**src/rtl/cp0_ctrl.sv**
```systemverilog
// cp0_ctrl: MIPS32 coprocessor-0 register block.
// Holds Count/Compare/Status/Cause/EPC/EBase, serves MFC0 reads and MTC0
// writes, and handles exception entry, ERET return, the Count/Compare
// timer interrupt and interrupt-request generation.
// Note: rst is active low despite its name.
module cp0_ctrl #(
    parameter int          HW_IRQ     = 6,
    parameter int          COUNT_DIV  = 2,
    parameter logic [31:0] EBASE_RST  = 32'h8000_0000,
    parameter logic [31:0] EXC_OFFSET = 32'h0000_0180
) (
    input  logic              clk,
    input  logic              rst,
    input  logic [4:0]        raddr,
    output logic [31:0]       rdata,
    input  logic              we,
    input  logic [4:0]        waddr,
    input  logic [31:0]       wdata,
    input  logic [HW_IRQ-1:0] hw_int,
    input  logic              exc_valid,
    input  logic [4:0]        exc_code,
    input  logic [31:0]       exc_pc,
    input  logic              exc_bd,
    input  logic              eret,
    output logic              irq_req,
    output logic              redirect,
    output logic [31:0]       redirect_pc,
    output logic [31:0]       status_o,
    output logic [31:0]       cause_o,
    output logic [31:0]       epc_o
);

    localparam logic [4:0] ADDR_COUNT   = 5'd9;
    localparam logic [4:0] ADDR_COMPARE = 5'd11;
    localparam logic [4:0] ADDR_STATUS  = 5'd12;
    localparam logic [4:0] ADDR_CAUSE   = 5'd13;
    localparam logic [4:0] ADDR_EPC     = 5'd14;
    localparam logic [4:0] ADDR_EBASE   = 5'd15;

    localparam logic [3:0] DIV_LAST = 4'(COUNT_DIV - 1);

    logic [31:0] count_q,    count_d;
    logic [31:0] compare_q,  compare_d;
    logic [7:0]  im_q,       im_d;
    logic        exl_q,      exl_d;
    logic        ie_q,       ie_d;
    logic [1:0]  swIp_q,     swIp_d;
    logic [5:0]  hwIp_q,     hwIp_d;
    logic        timer_q,    timer_d;
    logic [4:0]  excCode_q,  excCode_d;
    logic        bd_q,       bd_d;
    logic [31:0] epc_q,      epc_d;
    logic [17:0] ebaseMid_q, ebaseMid_d;
    logic [3:0]  div_q,      div_d;

    logic [5:0]  hwPad;
    logic [7:0]  ipVec;
    logic [31:0] statusVal;
    logic [31:0] causeVal;
    logic [31:0] ebaseVal;
    logic [31:0] countInc;
    logic        divWrap;
    logic        trapEvent;
    logic        wrCount;
    logic        wrCompare;
    logic        wrStatus;
    logic        wrCause;
    logic        wrEpc;
    logic        wrEbase;

    // Zero-extend the external interrupt lines to the full six IP slots so
    // that unused IP bits always read 0 regardless of HW_IRQ.
    always_comb begin
        hwPad = '0;
        hwPad[HW_IRQ-1:0] = hw_int;
    end

    // IP7 is shared between the timer and the sixth hardware line; hwIp_q[5]
    // can only be non-zero when HW_IRQ is 6 because of the zero padding.
    assign ipVec     = {timer_q | hwIp_q[5], hwIp_q[4:0], swIp_q};
    assign statusVal = {4'h1, 12'h000, im_q, 6'b000000, exl_q, ie_q};
    assign causeVal  = {bd_q, timer_q, 14'h0000, ipVec, 1'b0, excCode_q, 2'b00};
    assign ebaseVal  = {EBASE_RST[31:30], ebaseMid_q, EBASE_RST[11:0]};

    assign status_o = statusVal;
    assign cause_o  = causeVal;
    assign epc_o    = epc_q;

    assign irq_req = ie_q & ~exl_q & (|(ipVec & im_q));

    // Redirects are qualified by reset so the flush logic sees nothing while
    // the block is held in reset.
    assign redirect    = rst & (exc_valid | eret);
    assign redirect_pc = exc_valid ? (ebaseVal + EXC_OFFSET) : epc_q;

    assign trapEvent = exc_valid | eret;
    assign wrCount   = we && (waddr == ADDR_COUNT);
    assign wrCompare = we && (waddr == ADDR_COMPARE);
    assign wrStatus  = we && (waddr == ADDR_STATUS);
    assign wrCause   = we && (waddr == ADDR_CAUSE);
    assign wrEpc     = we && (waddr == ADDR_EPC);
    assign wrEbase   = we && (waddr == ADDR_EBASE);

    assign divWrap  = (div_q == DIV_LAST);
    assign countInc = count_q + 32'd1;

    // MFC0 read mux; shows pre-edge register state, no write forwarding.
    always_comb begin
        rdata = 32'h0000_0000;
        case (raddr)
            ADDR_COUNT:   rdata = count_q;
            ADDR_COMPARE: rdata = compare_q;
            ADDR_STATUS:  rdata = statusVal;
            ADDR_CAUSE:   rdata = causeVal;
            ADDR_EPC:     rdata = epc_q;
            ADDR_EBASE:   rdata = ebaseVal;
            default:      rdata = 32'h0000_0000;
        endcase
    end

    // Next-state logic: timer first, then MTC0 writes, then trap events so
    // that exception/ERET updates override any conflicting software write.
    always_comb begin
        count_d    = count_q;
        compare_d  = compare_q;
        im_d       = im_q;
        exl_d      = exl_q;
        ie_d       = ie_q;
        swIp_d     = swIp_q;
        hwIp_d     = hwPad;
        timer_d    = timer_q;
        excCode_d  = excCode_q;
        bd_d       = bd_q;
        epc_d      = epc_q;
        ebaseMid_d = ebaseMid_q;
        div_d      = div_q;

        if (divWrap) begin
            div_d   = 4'd0;
            count_d = countInc;
        end else begin
            div_d = div_q + 4'd1;
        end

        if (wrCount) begin
            count_d = wdata;
            div_d   = 4'd0;
        end

        if (wrCompare) begin
            compare_d = wdata;
            timer_d   = 1'b0;
        end else if (divWrap && !wrCount && (countInc == compare_q)) begin
            timer_d = 1'b1;
        end

        if (wrStatus) begin
            im_d = wdata[15:8];
            ie_d = wdata[0];
            if (!trapEvent) begin
                exl_d = wdata[1];
            end
        end

        if (wrCause) begin
            swIp_d = wdata[9:8];
        end

        if (wrEpc && !trapEvent) begin
            epc_d = wdata;
        end

        if (wrEbase) begin
            ebaseMid_d = wdata[29:12];
        end

        if (exc_valid) begin
            exl_d     = 1'b1;
            excCode_d = exc_code;
            if (!exl_q) begin
                bd_d  = exc_bd;
                epc_d = exc_bd ? (exc_pc - 32'd4) : exc_pc;
            end
        end else if (eret) begin
            exl_d = 1'b0;
        end
    end

    // State registers with asynchronous active-low reset.
    always_ff @(posedge clk or negedge rst) begin
        if (!rst) begin
            count_q    <= 32'h0000_0000;
            compare_q  <= 32'h0000_0000;
            im_q       <= 8'h00;
            exl_q      <= 1'b0;
            ie_q       <= 1'b0;
            swIp_q     <= 2'b00;
            hwIp_q     <= 6'b000000;
            timer_q    <= 1'b0;
            excCode_q  <= 5'd0;
            bd_q       <= 1'b0;
            epc_q      <= 32'h0000_0000;
            ebaseMid_q <= EBASE_RST[29:12];
            div_q      <= 4'd0;
        end else begin
            count_q    <= count_d;
            compare_q  <= compare_d;
            im_q       <= im_d;
            exl_q      <= exl_d;
            ie_q       <= ie_d;
            swIp_q     <= swIp_d;
            hwIp_q     <= hwIp_d;
            timer_q    <= timer_d;
            excCode_q  <= excCode_d;
            bd_q       <= bd_d;
            epc_q      <= epc_d;
            ebaseMid_q <= ebaseMid_d;
            div_q      <= div_d;
        end
    end

endmodule
```
**config.mk**
```make
export PLATFORM = sky130hd
export DESIGN_NAME = cp0_ctrl
export DESIGN_NICKNAME = d
export VERILOG_FILES = /design/src/rtl/cp0_ctrl.sv
export SDC_FILE = /design/constraint.sdc
export NUM_CORES = 1
export LEC_CHECK = 0
export CORE_MARGIN = 4
export CORE_UTILIZATION = 45
export DETAILED_ROUTE_END_ITERATION = 7
export PLACE_DENSITY_LB_ADDON = 0.3
export SYNTH_ARGS = -nofsm -noshare
export SYNTH_HDL_FRONTEND = slang
export SYNTH_SLANG_ARGS = --single-unit
```
**constraint.sdc**
```tcl
create_clock -name clk -period 2.6 [get_ports clk]
set_input_delay 0.26 -clock clk [delete_from_list [all_inputs] [get_ports clk]]
set_output_delay 0.26 -clock clk [all_outputs]
set_load 0.05 [all_outputs]
```
**Word-level counts from Yosys, hierarchy flattened**

Cells that the tools add are included.

- Register bits after elaboration: 143
- Bits in latches: 0
- RAM bits: 0
- Bits in read-only memories: 0
- Output and inout bits: 162
- Logic and storage cells: 72
- Memories kept: 0

- Add/subtract/negate cells: 4
- $mul: 0
- Divide/modulo/power cells: 0
- Magnitude comparators: 0
- Eq/ne operators: 15
- Shift-type cells: 0
- Muxes and demuxes: 16
- Bitwise gates (word level): 7
- Reduce and logical (&&, ||, !) cells: 17

Operator list:

| operator | count |
|---|---|
| 32-bit 2-to-1 mux | 7 |
| 32-bit case mux with 6 select lines | 1 |
| 5-bit by 4-bit equality test with 1-bit output (second input constant) | 12 |
| 32-bit by 1-bit adder with 32-bit output (second input constant) | 1 |
| 32-bit by 9-bit adder with 32-bit output (second input constant) | 1 |
| 32-bit equality test | 1 |
| 32-bit by 3-bit subtractor with 32-bit output (second input constant) | 1 |
| 1-bit logical AND | 9 |
| 8-bit bitwise AND | 1 |
| 4-bit 2-to-1 mux | 2 |
| 8-bit OR reduction | 1 |
| 1-bit 2-to-1 mux | 6 |
| 4-bit by 1-bit adder with 4-bit output (second input constant) | 1 |
| 4-bit by 1-bit equality test with 1-bit output (second input constant) | 1 |
| 2-bit AND reduction | 2 |
| 2-bit nonzero test | 2 |
| 1-bit bitwise AND | 3 |
| 3-bit != test (second input constant) | 1 |
| 3-bit nonzero test | 1 |
| 1-bit logical NOT | 2 |
| 1-bit bitwise OR | 2 |
| 1-bit inverter | 1 |

**Logic depth before layout (Yosys ltp)**

Gate-level depths: netlist (run 1).

- Depth in word-level cells: 7
- Gate-level depth with buffers: 10
- Gate-level depth less buffers: 9

**Worst setup path after synthesis (run 1)**

No wires, ideal clock.

- Path type: register to register
- From: reg count_q[0]
- To: reg timer_q
- Setup time: 0.104 ns
- Data arrival time: 2.710 ns
- Data required time: 2.496 ns
- Slack: -0.214 ns
- Stages on the path, launching flop included: 10
- Path buffers: 1
- Clock period less this slack: 2.814 ns
- Path through: dfrtp_1 ha_1 nand3_1 or4_4 buf_6 xnor2_1 or4_1 nor4_2 nand4_1 o41ai_2

- Word-level cells in the longest chain between the ends: 4

Ends and longest elaborated chain:

| item | line | text |
|---|---|---|
| start, declared | 42 | `logic [31:0] count_q, count_d;` |
| start signal, assigned | 206 | `count_q <= count_d;` |
| 32-bit by 1-bit adder with 32-bit output | 105 | `assign countInc = count_q + 32'd1;` |
| 32-bit equality test | 153 | `end else if (divWrap && !wrCount && (countInc == compare_q)) begin` |
| 1-bit logical AND | 153 |  |
| 2-bit nonzero test (no source line) | n/a |  |
| end signal, assigned | 213 | `timer_q <= timer_d;` |
| end, declared | 49 | `logic timer_q, timer_d;` |

No other way between the ends.
A chain may end at the register's enable or synchronous reset.

**Final worst setup path (run 1)**

- From: reg count_q[1]
- To: reg timer_q

The elaborated chain is that of the path after synthesis.

==> out/metrics.yaml, run 1 <==
outcome: "finished, violations left"
violations: "DRC"
clk_latency_ns: 0.42
crit_type: "flip-flop to flip-flop"
grt_pass1_wl_mm: 49.4
synth_top_family_by_area: "simple AND/OR/NAND/NOR gates"
via_per_inst: 5.80
min_period_ns: 2.56
cp.required_ns: 2.92
leakage_nw: 5.09
synth_area_mm2: 0.00933
slew_violations: 0
finalPower_mw: 10.2
grt_max_degree: 68
ioPinCount: 253
h-tree-depth: 4
timing.fmax_mhz: 391
die_h_um: 152
tightest_slew_ns: 0.716
drcViolationCount: 4
hold_ws_ns: 0.277
core-area_mm2: 0.0203
irDropWorstVdd_uv: 443
rsz0062_at_grt: "true"
initial_core_util: 0.460
ys_dominant_reg_cell: "dfrtp_1"
numCtsBuffers: 17
drv_cap: 0
postRouteAntennaNets: 0
overflow: 0
area_growth_pct: 37.5
synth-adder-area-share: 0.00536
cp-end-kind: "flip-flop"
power.density_mw_per_mm2: 792
rrSetupSlack_ns: 0.04
route.met3.wl_mm: 3.22
clk_pin_slew_ns: 0.06
drt-met1-wl_mm: 13.6
dr.pass1.iters: 8
synth_xor_area_frac: 0.0967
worst_setup_path_start_kind: "flip-flop"
yosysUniqueCellTypes: 64
cts.sinks: 143
highest_layer: "met4"
slew_headroom: 0.523
synth_compound_area_frac: 0.134
pre_cts_slack_ns: -0.392
synth_seq_area_share: 0.383
synth-simple-area-share: 0.179
grt.total_usage: 0.271
cts_tree: "built"
ctsRootBufferMaster: "clkbuf_16"
fin_crit_sh: 0.983
port_buffers: 213
die_x_um: 152
hpwl_mm: 25.1
hold_viol: 0
postSynthAreaPerCell_um2: 9.44
fin_skew_ns: 0.00832
clock_path_buffers: 2
netlist_instances: 989
hold_path_class: "primary input to flip-flop"
dr_wl_met2_mm: 14.6
antenna_found_initial: 0
postCtsSetupBuffers: 0
std_cell_rows: 52
grt_pass1_vias: 8451
critPathArrivalTime_ns: 2.88
setup_viol: 0
antenna_cells: 0
fin_setup_tns_ns: 0
ys_warn_count: 0
drt-initial-drc-count: 845
vias: 8728
ys_ff_latch: 143
gp_congestion: 0.942
fin_ws_ns: 0.0448
cp_max_fo: 7
wl_per_cell_um: 21.4
synth_mux_area_frac: 0.127
fin_nets: 1321
die_area_mm2: 0.0231
wl_mm: 32.2
drive_gt1_frac: 0.220
async_flop_share: 1.00
synth_edf_count: 0
worst max-delay path, stage by stage (launching register included):
cell and delay [ns]:
dfrtp_1 0.39, ha_4 0.15, nand3_2 0.08, or4_4 0.62
nor4_4 0.30, nand2_1 0.11, xnor2_1 0.15, a311o_1 0.34
o41ai_2 0.32
worst paths after layout:
check / start / end / cells after the start
max in group asynchronous: rst / compare_q[22] / 3
worst min-delay path: hw_int[1] / hwIp_q[1] / 1
worst min register to register: div_q[0] / div_q[0] / 1
worst max-delay path: count_q[1] / timer_q / 8
min in group asynchronous: rst / epc_o[6] / 2
worst max register to register: count_q[1] / timer_q / 8
cells in the final DEF, fill, tap and decap left out, drive strengths merged, types with 5 or more instances in the layout:
master and n:
nor2 49, clkinv 5, a221o 8, xor2 49, nor4 15, a21oi 29
mux2 85, or2 7, and4 6, nand2b 6, buf 124, nand2 103
nand4 20, a211oi 15, xnor2 54, o21ai 73, bufinv 6, conb 39
and3 5, o22ai 6, clkdlybuf4s50 174, nand3 21, a222oi 18, a221oi 19
nor3 24, inv 8, mux2i 23, nor2b 28, or4 11, clkbuf 18
dfrtp 143
stage by stage:
stage	cell area, µm²	instances	util
after floorplan	9490	1026	-
final	12800	1506	0.632
after detailed placement	12100	1476	0.598
after CTS	12800	1506	0.631
after global placement	12100	1476	0.598
after global routing	12800	1506	0.632
per-layer routing:
metal / vias to the layer above / GRT usage
met3: 50 / 0.0626
met2: 462 / 0.419
met4: 0 / 0.0783
met5: - / 0
met1: 4256 / 0.382
li1: 3960 / -
flip-flops by register name, summed over array words and instances, names as in the netlist:
register and cells:
exl_q 1, epc_o 32, bd_q 1, compare_q 32
excCode_q 5, ebaseMid_q 18, im_q 8, count_q 32
div_q 4, timer_q 1, swIp_q 2, ie_q 1
hwIp_q 6
synthesized netlist by cell type, types with 2 or more instances:
cell type	n	area (µm²)
ha_1	4	50.1
and3b_1	4	35.0
nor2b_1	28	175
buf_4	49	368
nor3_1	24	120
mux2i_1	23	230
or2_2	7	43.8
conb_1	2	7.51
a221o_1	8	80.1
a22o_1	2	17.5
buf_1	9	33.8
nor4_2	2	25.0
nand2_1	103	387
dfrtp_1	143	3580
mux2_2	85	957
nor3b_1	2	15.0
o22ai_1	6	37.5
a211oi_1	15	113
o21ai_0	73	365
and4_1	5	43.8
and2_1	3	18.8
nand3b_1	2	15.0
a31oi_1	4	25.0
or4_1	9	67.6
nor2_1	48	180
nor4_4	3	63.8
a221oi_1	19	166
nand4_1	18	113
nand3_1	21	105
inv_1	8	30.0
nor4_1	10	62.6
nand2b_1	6	37.5
nand4b_1	2	17.5
and3_1	5	31.3
a222oi_1	18	180
or4_4	2	22.5
a21oi_1	29	145
xnor2_1	54	473
xor2_1	49	429
buf_2	8	40.0
a31o_2	2	17.5
clkbuf_1	51	191
or3_1	3	18.8
what timing repair did:
action | CTS | global route
setup endpoints to repair | 1 | 23
hold endpoints to repair | 33 | 0
pin swaps | 0 | 0
hold buffers | 1 | 0
gates resized for setup | 1 | 7
kinds of logic after synthesis:
kind of cell | Yosys count
flip-flops | 143
buffers and inverters | 128
adder cells (fa/ha/maj) | 4
AND/OR/NAND/NOR | 314
other | 2
multiplexers | 108
XOR/XNOR | 103
AO/OA/AOI/OAI | 187
layout make-up:
| type | instances | area [µm²] |
|---|---|---|
| tap | 270 | 338 |
| clock buffer | 18 | 439 |
| inverter | 9 | 33.8 |
| fill | 1644 | 7460 |
| clock inverter | 11 | 215 |
| multi-input combinational | 755 | 5290 |
| timing repair buffer | 300 | 2940 |
| sequential | 143 | 3580 |
power by group:
group / internal (mW) / switching [mW] / leakage [nW]
sequential: 2.71 / 0.652 / 1.74
combinational: 1.64 / 2.41 / 3.04
clock: 1.81 / 0.944 / 0.318
No activity file was read; power rests on OpenSTA's default activity.
==> inputs of run 2 (changes only) <==
--- a/config.mk
+++ b/config.mk
@@ -8,6 +8,7 @@
 export CORE_MARGIN = 4
 export CORE_UTILIZATION = 45
 export DETAILED_ROUTE_END_ITERATION = 7
+export MAX_ROUTING_LAYER = met4
 export PLACE_DENSITY_LB_ADDON = 0.3
 export SYNTH_ARGS = -nofsm -noshare
 export SYNTH_HDL_FRONTEND = slang
==> out/metrics.yaml, run 2 (synthesized netlist as in run 1, its figures left out) <==
outcome: "finished, violations left"
violations: "DRC"
slowest_delay_ns: 0.62
setup_viol: 0
clk_latency_ns: 0.43
grt_pass1_wl_mm: 50.1
dpl_cell_area_mm2: 0.0122
tightest_slew_ns: 0.741
pre_cts_slack_ns: -0.380
vias: 8735
slew_headroom: 0.506
wl_per_cell_um: 21.6
port_buffers: 213
fillCellCount: 1710
dr.pass1.iters: 8
area_growth_pct: 36.9
grt.total_usage: 0.283
antenna_found_initial: 0
grt_pass1_vias: 8388
drt-met1-wl_mm: 14.0
fin_skew_ns: 0.00631
rsz0062_at_grt: "true"
fin_setup_tns_ns: 0
drt-initial-drc-count: 877
min_period_ns: 2.55
slowest_stage: "or4_4"
cp-end-kind: "flip-flop"
power.density_mw_per_mm2: 777
route.met3.wl_mm: 3.03
die_area_mm2: 0.0231
ctsRootBufferMaster: "clkbuf_16"
cts_tree: "built"
fin_nets: 1313
numCtsBuffers: 17
slew_violations: 0
hpwl_mm: 24.9
hold_viol: 0
cp_max_fo: 7
postRouteAntennaNets: 0
multi_input_area_mm2: 0.00527
irDropWorstVdd_uv: 415
grt_max_degree: 112
gp_congestion: 0.972
leakage_nw: 5.03
dp_cells: 1468
crit_type: "flip-flop to flip-flop"
antenna_cells: 0
drv_cap: 0
highest_layer: "met4"
wl_mm: 32.4
fin_ws_ns: 0.0503
finalPower_mw: 9.93
mostFrequentLayoutCells: "174 x clkdlybuf4s50_1, 142 x dfrtp_1, 103 x nand2_1, 88 x buf_4, 85 x mux2_2"
cp_common_cell: "or4_4"
clock_path_buffers: 2
drcViolationCount: 6
core-area_mm2: 0.0203
drive_gt1_frac: 0.214
timing.fmax_mhz: 392
initial_core_util: 0.460
worstPathCellList: "ha_4 > nand3_2 > or4_4 > xnor2_1 > or4_4 > nor4_2 > nand4_1 > o41ai_2"
final_cells: 1499
ioPinCount: 253
layout_commonest_cell: "clkdlybuf4s50_1"
overflow: 0
seq_area_mm2: 0.00358
fin_area_mm2: 0.0128
fin_crit_sh: 0.981
path_buf_inv: 0
std_cell_rows: 52
cts.sinks: 143
critPathTopFamily: "simple AND/OR/NAND/NOR gates"
die_x_um: 152
dr_wl_met2_mm: 14.6
via_per_inst: 5.83
critPathArrivalTime_ns: 2.87
h-tree-depth: 4
clk_pin_slew_ns: 0.06
hold_path_class: "primary input to flip-flop"
cp.required_ns: 2.92
die_h_um: 152
worst_setup_path_start_kind: "flip-flop"
-- run 2: final timing paths --
kind,to,slack (ns),startpoint,cells past startpoint
worst max-delay path,timer_q,0.05,count_q[1],8
worst min-delay path,hwIp_q[2],0.27,hw_int[2],1
max in group asynchronous,count_q[0],1.40,rst,3
min in group asynchronous,epc_o[5],0.29,rst,2
worst min register to register,div_q[0],0.51,div_q[0],1
worst max register to register,timer_q,0.05,count_q[1],8
-- run 2: area by class of cell --
cell class              count  area share
clock buffers              19      0.0355
flip-flops and latches    143       0.280
well taps                 270      0.0264
multi-input cells         755       0.413
repair buffers            292       0.232
clock inverters            11      0.0111
inverters                   9     0.00264
-- run 2: power breakdown --
group          switching, mW  internal [mW]
logic                   2.41           1.66
registers              0.640           2.71
clock network          0.970           1.54
-- run 2: worst reg2reg max path: stages, from the launching register on --
cell	delay [ns]
dfrtp_1	0.40
ha_4	0.16
nand3_2	0.07
or4_4	0.62
xnor2_1	0.17
or4_4	0.54
nor4_2	0.14
nand4_1	0.13
o41ai_2	0.22
-- run 2: stage by stage --
stage               hold slack, ns   util
finish                       0.268  0.629
global route                 0.254  0.629
CTS                          0.260  0.628
detailed placement           0.181  0.599
global placement             0.176  0.599
floorplan                  -0.0356      -
-- run 2: timing repair --
item,4_1_cts,5_1_grt
pin swaps,1,5
setup buffers,0,0
setup endpoints to repair,2,5
hold endpoints to repair,32,0
gates resized for setup,1,4
hold buffers,1,0
-- run 2: metal layers --
metal  vias to the layer above  global-route usage
li1                       3958                   -
met1                      4253               0.403
met2                       472               0.414
met3                        52              0.0592
met4                         0              0.0753
met5                         -                   -
==> inputs of run 3 (changes only) <==
--- a/config.mk
+++ b/config.mk
@@ -7,7 +7,9 @@
 export LEC_CHECK = 0
 export CORE_MARGIN = 4
 export CORE_UTILIZATION = 45
+export CTS_CLUSTER_DIAMETER = 50
 export DETAILED_ROUTE_END_ITERATION = 7
+export GPL_TIMING_DRIVEN = 0
 export MAX_ROUTING_LAYER = met4
 export PLACE_DENSITY_LB_ADDON = 0.3
 export SYNTH_ARGS = -nofsm -noshare
==> out/metrics.yaml, run 3 (synthesized netlist as in run 1, its figures left out) <==
cp-end-kind: "flip-flop"
leakage_nw: 5.23
worst_setup_path_start_kind: "flip-flop"
pwr-share-comb: 0.413
setup_viol: 1
area_growth_pct: 37.5
crit_type: "flip-flop to flip-flop"
pre_cts_slack_ns: -1.19
fin_area_mm2: 0.0128
slew_headroom: 0.481
critPathArrivalTime_ns: 3.00
fin_ws_ns: -0.0798
numCtsBuffers: 17
fin_nets: 1367
tightest_slew_ns: 0.779
r2r_start: "count_q[1]"
std_cell_rows: 52
port_buffers: 212
cp_max_fo: 4
core-area_mm2: 0.0203
wl_mm: 34.8
power.density_mw_per_mm2: 779
ioPinCount: 253
min_period_ns: 2.68
grt_pass1_wl_mm: 52.5
fin_setup_tns_ns: -0.0798
antenna_cells: 0
grt_pass1_vias: 8727
cts_tree: "built"
fillCellCount: 1765
final_util: 0.632
via_per_inst: 5.75
clk_pin_slew_ns: 0.06
fin_crit_sh: 1.03
outcome: "finished, violations left"
drt-initial-drc-count: 906
gp_congestion: 0.980
die_h_um: 152
grt_max_degree: 84
clock_path_buffers: 2
overflow: 0
fin_skew_ns: 0.00877
rsz0062_at_grt: "true"
hpwl_mm: 26.7
mostFrequentLayoutCells: "161 x clkdlybuf4s50_1, 137 x dfrtp_1, 102 x nand2_1, 85 x mux2_2, 81 x buf_4"
pwr-share-clk: 0.250
p_switching_mw: 4.15
slew_violations: 0
dpl_cell_area_mm2: 0.0120
power_frac_seq: 0.336
initial_core_util: 0.460
irDropWorstVdd_uv: 379
switching_share: 0.415
wl_per_cell_um: 22.4
cp.required_ns: 2.92
hold_path_class: "primary input to async pin"
h-tree-depth: 4
timing.fmax_mhz: 373
violations: "hold timing, setup timing"
clk_latency_ns: 0.43
drcViolationCount: 0
dr.pass1.iters: 8
cp-startpoint: "count_q[1]"
drive_gt1_frac: 0.235
drv_cap: 0
layout_commonest_cell: "clkdlybuf4s50_1"
hold_viol: 81
vias: 8935
grt.total_usage: 0.299
die_area_mm2: 0.0231
internal_power_mw: 5.85
hold_ws_ns: -0.110
antenna_found_initial: 0
die_x_um: 152
ctsRootBufferMaster: "clkbuf_16"
postRouteAntennaNets: 0
cts.sinks: 143
[run 3: cell types whose count changed in the layout (fill, tap and decap cells not counted), moves of 6 or more]
cell             before  now
buf_2                 1   23
buf_12               26    1
dlygate4sd2_1         1   12
clkbuf_1              0   28
clkbuf_4              0    6
clkbuf_2              0   11
buf_4                88   81
clkdlybuf4s50_1     174  161
[run 3: timing repair]
item                                    in CTS  in global routing
resized for setup                          238                 43
pin swaps                                    9                 15
buffers inserted                            16                  6
endpoints found under the hold margin       81                 81
endpoints found under the setup margin      95                 41
cloned                                       0                  0
[run 3: power by group through the flow]
stage          registers [mW]  clock network (mW)  logic [mW]
6_report                 3.36                2.50        4.13
5_1_grt                  3.41                2.63        4.38
4_1_cts                  3.29                2.51        4.10
3_5_place_dp             3.32                   0        3.91
3_3_place_gp             3.30                   0        3.87
2_1_floorplan            3.54                   0        2.35
[run 3: final cells by class]
class	count	area, µm²	share of cell area
tap	270	338	0.0263
timing repair buffer	235	2230	0.174
buffer	111	691	0.0538
clock inverter	14	169	0.0132
multi-input combinational	755	5360	0.418
inverter	9	35.0	0.00273
clock buffer	17	425	0.0332
sequential	143	3590	0.280
[run 3: worst max-delay path: stages (launching register included)]
cell     delay (ns)
dfrtp_2        0.39
ha_4           0.15
nand3_4        0.08
or4_4          0.58
buf_12         0.16
buf_4          0.14
nor4_4         0.27
xnor2_1        0.14
nor4_4         0.30
nand4_1        0.14
o41ai_2        0.22
[run 3: metrics by stage]
step                instances  hold WS, ns  power, mW
global placement         1508        0.501       7.17
global route             1554      -0.0522       10.4
floorplan                1026      -0.0356       5.89
finish                   1554       -0.110       10.0
CTS                      1551      -0.0812       9.91
detailed placement       1509        0.373       7.23
[run 3: worst paths after layout]
kind | cells past startpoint | to | slack, ns
setup / recovery | 10 | timer_q | -0.08
hold / removal | 1 | epc_o[13] | -0.11
setup reg to reg | 10 | timer_q | -0.08
hold reg to reg | 1 | div_q[0] | 0.51
max in group asynchronous | 2 | count_q[1] | 1.91
min in group clk | 4 | epc_o[14] | 0.21
[run 3: layer usage]
metal,GRT usage,share of wire
met1,0.401,0.42
met2,0.461,0.46
met3,0.0566,0.088
met4,0.0946,0.031
met5,-,0
